==> config.mk <==
export PLATFORM = sky130hd
export DESIGN_NAME = serial_adder_n_flat
export DESIGN_NICKNAME = d
export VERILOG_FILES = /design/src/rtl/serial_adder_n_if.sv /design/src/rtl/serial_adder_n.sv /design/src/flat_wrapper.sv
export SDC_FILE = /design/constraint.sdc
export NUM_CORES = 1
export LEC_CHECK = 0
export CAP_MARGIN = 20
export CORE_MARGIN = 3
export CORE_UTILIZATION = 54
export DETAILED_ROUTE_END_ITERATION = 8
export GPL_TIMING_DRIVEN = 0
export PLACE_DENSITY = 0.95
export SLEW_MARGIN = 10
export SYNTH_ARGS = -nofsm -noshare
export SYNTH_HDL_FRONTEND = slang
export SYNTH_SLANG_ARGS = --single-unit
==> constraint.sdc <==
create_clock -name clk -period 5.7 [get_ports clk]
set_clock_uncertainty 0.2 [all_clocks]
set_input_delay 1.14 -clock clk [delete_from_list [all_inputs] [get_ports clk]]
set_output_delay 1.14 -clock clk [all_outputs]
set_load 0.02 [all_outputs]
==> src/rtl/serial_adder_n_if.sv <==
// Handshake and operand/result bundle for serial_adder_n.
// Defining SERIAL_ADDER_SUB_EN adds the sub request line.
interface serial_adder_n_if #(
    parameter int WIDTH = 8
);
    logic             start;
    logic [WIDTH-1:0] a;
    logic [WIDTH-1:0] b;
    logic             c_in;
`ifdef SERIAL_ADDER_SUB_EN
    logic             sub;
`endif
    logic             busy;
    logic             done;
    logic [WIDTH-1:0] sum;
    logic             c_out;
    logic             overflow;

    modport master (
`ifdef SERIAL_ADDER_SUB_EN
        output sub,
`endif
        output start, a, b, c_in,
        input  busy, done, sum, c_out, overflow
    );

    modport slave (
`ifdef SERIAL_ADDER_SUB_EN
        input  sub,
`endif
        input  start, a, b, c_in,
        output busy, done, sum, c_out, overflow
    );
endinterface

==> src/rtl/serial_adder_n.sv <==
// Multi-cycle ripple adder: one DIGIT-wide slice plus a carry flop, LSB digit first.
// Optional subtract mode enabled by defining SERIAL_ADDER_SUB_EN.
module serial_adder_n #(
    parameter int WIDTH = 8,
    parameter int DIGIT = 1
) (
    input  logic             clk,
    input  logic             rst_n,
    serial_adder_n_if.slave  bus
);
    localparam int NDIG  = WIDTH / DIGIT;
    localparam int CNT_W = (NDIG > 1) ? $clog2(NDIG) : 1;

    localparam logic [1:0] ST_IDLE = 2'd0;
    localparam logic [1:0] ST_RUN  = 2'd1;
    localparam logic [1:0] ST_DONE = 2'd2;

    logic [1:0]       state_reg;
    logic [WIDTH-1:0] a_reg;
    logic [WIDTH-1:0] b_reg;
    logic [WIDTH-1:0] sum_reg;
    logic             carry_reg;
    logic [CNT_W-1:0] cnt_reg;
    logic             c_out_reg;
    logic             ovf_reg;

    logic [DIGIT-1:0] dig_a;
    logic [DIGIT-1:0] dig_b;
    logic [DIGIT-1:0] dig_s;
    logic [DIGIT:0]   chain;
    logic [WIDTH-1:0] sum_next;
    logic [WIDTH-1:0] b_load;
    logic             carry_load;
    logic             last_digit;

    // Subtraction is folded into capture: store ~b and force the initial carry.
`ifdef SERIAL_ADDER_SUB_EN
    assign b_load     = bus.sub ? ~bus.b : bus.b;
    assign carry_load = bus.sub ? 1'b1   : bus.c_in;
`else
    assign b_load     = bus.b;
    assign carry_load = bus.c_in;
`endif

    assign last_digit = (cnt_reg == CNT_W'(NDIG - 1));

    always_comb begin
        dig_a = '0;
        dig_b = '0;
        for (int i = 0; i < NDIG; i++) begin
            if (cnt_reg == CNT_W'(i)) begin
                dig_a = a_reg[i*DIGIT +: DIGIT];
                dig_b = b_reg[i*DIGIT +: DIGIT];
            end
        end
    end

    // One DIGIT-wide ripple slice; chain[DIGIT-1] is the carry into the digit MSB.
    assign chain[0] = carry_reg;
    generate
        for (genvar gi = 0; gi < DIGIT; gi++) begin : g_slice
            assign dig_s[gi]     = dig_a[gi] ^ dig_b[gi] ^ chain[gi];
            assign chain[gi + 1] = (dig_a[gi] & dig_b[gi]) | (chain[gi] & (dig_a[gi] ^ dig_b[gi]));
        end
    endgenerate

    always_comb begin
        sum_next = sum_reg;
        for (int i = 0; i < NDIG; i++) begin
            if (cnt_reg == CNT_W'(i)) begin
                sum_next[i*DIGIT +: DIGIT] = dig_s;
            end
        end
    end

    always_ff @(posedge clk or negedge rst_n) begin
        if (!rst_n) begin
            state_reg <= ST_IDLE;
            a_reg     <= '0;
            b_reg     <= '0;
            sum_reg   <= '0;
            carry_reg <= 1'b0;
            cnt_reg   <= '0;
            c_out_reg <= 1'b0;
            ovf_reg   <= 1'b0;
        end else begin
            case (state_reg)
                ST_IDLE, ST_DONE: begin
                    if (bus.start) begin
                        a_reg     <= bus.a;
                        b_reg     <= b_load;
                        carry_reg <= carry_load;
                        cnt_reg   <= '0;
                        sum_reg   <= '0;
                        c_out_reg <= 1'b0;
                        ovf_reg   <= 1'b0;
                        state_reg <= ST_RUN;
                    end
                end
                ST_RUN: begin
                    sum_reg   <= sum_next;
                    carry_reg <= chain[DIGIT];
                    if (last_digit) begin
                        c_out_reg <= chain[DIGIT];
                        ovf_reg   <= chain[DIGIT] ^ chain[DIGIT-1];
                        state_reg <= ST_DONE;
                    end else begin
                        cnt_reg <= cnt_reg + CNT_W'(1);
                    end
                end
                default: state_reg <= ST_IDLE;
            endcase
        end
    end

    assign bus.busy     = (state_reg == ST_RUN);
    assign bus.done     = (state_reg == ST_DONE);
    assign bus.sum      = sum_reg;
    assign bus.c_out    = c_out_reg;
    assign bus.overflow = ovf_reg;
endmodule

==> src/flat_wrapper.sv <==
// flat-port wrapper written by rule: the top's interface ports become plain ports
module serial_adder_n_flat 
#(
    parameter int WIDTH = 8,
    parameter int DIGIT = 1
)
  (clk, rst_n, bus_start, bus_a, bus_b, bus_c_in, bus_busy, bus_done, bus_sum, bus_c_out, bus_overflow);
  serial_adder_n_if #(.WIDTH(WIDTH)) bus_i ();
  input  logic clk;
  input  logic rst_n;
  input wire logic [$bits(bus_i.start)-1:0] bus_start;
  input wire logic [$bits(bus_i.a)-1:0] bus_a;
  input wire logic [$bits(bus_i.b)-1:0] bus_b;
  input wire logic [$bits(bus_i.c_in)-1:0] bus_c_in;
  output wire logic [$bits(bus_i.busy)-1:0] bus_busy;
  output wire logic [$bits(bus_i.done)-1:0] bus_done;
  output wire logic [$bits(bus_i.sum)-1:0] bus_sum;
  output wire logic [$bits(bus_i.c_out)-1:0] bus_c_out;
  output wire logic [$bits(bus_i.overflow)-1:0] bus_overflow;
  assign bus_i.start = bus_start;
  assign bus_i.a = bus_a;
  assign bus_i.b = bus_b;
  assign bus_i.c_in = bus_c_in;
  assign bus_busy = bus_i.busy;
  assign bus_done = bus_i.done;
  assign bus_sum = bus_i.sum;
  assign bus_c_out = bus_i.c_out;
  assign bus_overflow = bus_i.overflow;
  serial_adder_n #(.WIDTH(WIDTH), .DIGIT(DIGIT)) u_core (.clk(clk), .rst_n(rst_n), .bus(bus_i));
endmodule
==> run_results.csv <==
group,metric,value,unit
die,die_area,0.00366,sq mm
die,start_util,57.6,%
sta,slew_headroom,52.4,%
layout,final_common_cell,"dfrtp_1",
route,dr.pass1.iters,4,
place,place_area,0.00195,sq mm
logic_synthesis,synth_cell_types,29,
clocking,post_cts_resized,0,
power,switchingPower,0.490,mW
logic_synthesis,ys_warn_count,0,
clocking,clock_latency,0.33,ns
critical_path,critPathMaxFanout,7,
layout,fin_area,0.00202,sq mm
place,post-place-ws,2.78,ns
logic_synthesis,syn_area,0.00160,sq mm
place,io_buffers,31,
critical_path,reg2reg_slack,2.70,ns
layout,fin_cells,218,
clocking,cts_tree,"built",
clocking,holdBufCountCts,0,
run_status,status,"finished clean",
clocking,cts_buffers,5,
logic_synthesis,syn-num-nets,175,
critical_path,worstPathArrival,1.71,ns
power,cell_internal_pwr,0.704,mW
layout,nNetsFinal,213,
place,placed_cells,210,
logic_synthesis,synth_sequential_area_ratio,50.0,%
sta,maxSlewViolCount,0,
power,pwr-share-clk,14.2,%
global_routing,gr-total-overflow,0,
layout,fill_cells,197,
route,viasPerCell,5.98,
clocking,clockBufferDepth,2,
critical_path,critPathCaptureType,"output port",
global_routing,grt_pass1_wl,5700,um
layout,final_cell_mix,"dfrtp_1 (32), clkdlybuf4s50_1 (30), nand3_1 (16), mux2_1 (16), o21ai_0 (13)",
power,comb_power_share,51.6,%
logic_synthesis,syn_inst,148,
critical_path,cp.required,4.36,ns
die,core-area,0.00278,sq mm
route,wire_per_inst,15.8,um
sta,fin_crit_sh,53.6,%
sta,whs,0.306,ns
power,seqPwrFrac,34.1,%
hold_path,hp-class,"register to register",
power,leakage,0.879,nW
route,routed_wl,3440,um
clocking,cts.sinks,32,
sta,hold_viol,0,
critical_path,setup.worst_path.class,"register to output port",
global_routing,grt_use_total,21.3,%
power,finalPower,1.19,mW
die,die_w,60.5,um
logic_synthesis,synth-seq-cells,32,
global_routing,grt_max_degree,33,
logic_synthesis,postSynthAreaPerCell,10.8,sq um
clocking,cts_setup_buffers,0,
global_routing,antenna_found_initial,0,
die,die_y,60.5,um
route,num_vias,1304,
sta,fin_crit,3.05,ns
sta,rsz0062_at_grt,"no",
route,drtIter0Drc,51,
sta,finalSetupTns,0,ns
layout,syn2layout_area_growth,26.3,%
sta,max_freq,0.328,GHz
die,io_pins,32,
clocking,clockRootBuffer,"clkbuf_4",
layout,fin_util,72.7,%
job,maxCapViolCount,0,
global_routing,grt_pass1_vias,1309,
layout,n_antenna_cell,0,
sta,setup_viol,0,
power,peakVddDrop,443,uV
sta,tightest_slew,0.714,ns
critical_path,worst_setup_path_start_kind,"register",
route,drc_errors,0,
place,hpwl,2600,um
layout,drive_above_1_share,11.2,%
power,swShare,41.0,%
sta,fin_ws,2.65,ns
power,power.density,591,mW/mm^2
place,place_congestion,0.857,
die,rows,19,
clocking,htreeDepth,2,
clocking,clkTransAtPathRegs,0.10,ns
route,antenna_left,0,
## power by group through the flow
| stage | clock network [mW] | logic, mW | registers (mW) |
|---|---|---|---|
| 2_1_floorplan | 0 | 0.406 | 0.420 |
| 3_3_place_gp | 0 | 0.576 | 0.402 |
| 3_5_place_dp | 0 | 0.612 | 0.412 |
| 4_1_cts | 0.172 | 0.615 | 0.407 |
| 5_1_grt | 0.184 | 0.681 | 0.419 |
| 6_report | 0.170 | 0.617 | 0.408 |
## layout make-up
class	count	area (sq um)	share of cell area, %
Sequential cell	32	801	39.6
Multi-Input combinational cell	97	696	34.4
Timing Repair Buffer	31	305	15.1
Buffer	8	63.8	3.16
Clock buffer	6	41.3	2.04
Inverter	11	41.3	2.04
Tap cell	31	38.8	1.92
Clock inverter	2	35.0	1.73
## worst max-delay path: stages, from the launching register on
cell	delay, ns
dfrtp_1	0.38
nand2b_1	0.22
inv_2	0.15
clkdlybuf4s50_1	0.62
## synth_stat cells
cell       number  area [sq um]
a2111oi_0       1          8.76
a211o_1         1          8.76
a21oi_1         3          15.0
a22oi_1         2          15.0
a22oi_2         1          12.5
a31oi_1         1          6.26
a32o_1          4          40.0
buf_2           3          15.0
buf_4           2          15.0
buf_6           3          33.8
dfrtp_1        32           801
fa_1            1          20.0
ha_1            6          75.1
inv_1           7          26.3
inv_2           4          15.0
mux2_1         16           180
nand2_1        10          37.5
nand2b_1        7          43.8
nand3_1        16          80.1
nor2_1          4          15.0
nor3_1          1          5.00
o211ai_1        1          7.51
o21ai_0        13          65.1
o21ai_1         4          20.0
o221ai_1        1          8.76
o22ai_1         1          6.26
o2bb2ai_1       1          8.76
o31ai_1         1          7.51
xor2_1          1          8.76
## cell families (layout without fill, tap and decap cells)
logic type,after synthesis,in the layout,share of synthesized area (%)
buffers and inverters,19,58,6.56
AND/OR/NAND/NOR,38,38,11.3
flip-flops,32,32,50.0
adder cells (fa/ha/maj),7,7,5.94
multiplexers,16,16,11.2
XOR/XNOR,1,1,0.547
AO/OA/AOI/OAI,35,35,14.4
## path summary, 6_finish.rpt
| kind | start | to | cells past startpoint |
|---|---|---|---|
| hold reg to reg | u_core.a_reg[0]$_DFFE_PN0P_ | u_core.a_reg[0]$_DFFE_PN0P_ | 1 |
| min in group asynchronous | rst_n | u_core.b_reg[6]$_DFFE_PN0P_ | 1 |
| hold / removal | u_core.a_reg[0]$_DFFE_PN0P_ | u_core.a_reg[0]$_DFFE_PN0P_ | 1 |
| max in group asynchronous | rst_n | u_core.a_reg[1]$_DFFE_PN0P_ | 1 |
| setup / recovery | u_core.state_reg[1]$_DFFE_PN0P_ | bus_busy | 3 |
| setup reg to reg | u_core.cnt_reg[2]$_DFFE_PN0P_ | u_core.bus.sum[1]$_DFFE_PN0P_ | 10 |
## layer usage
metal	share of wire [%]	GRT usage [%]	vias up	wire length, um
met5	0	0	-	0
li1	-	-	600	-
met1	40	24.6	632	1360
met2	51	36.4	60	1770
met4	2.4	10.2	0	82
met3	6.4	6.17	12	221
No activity file was read; power rests on OpenSTA's default activity.
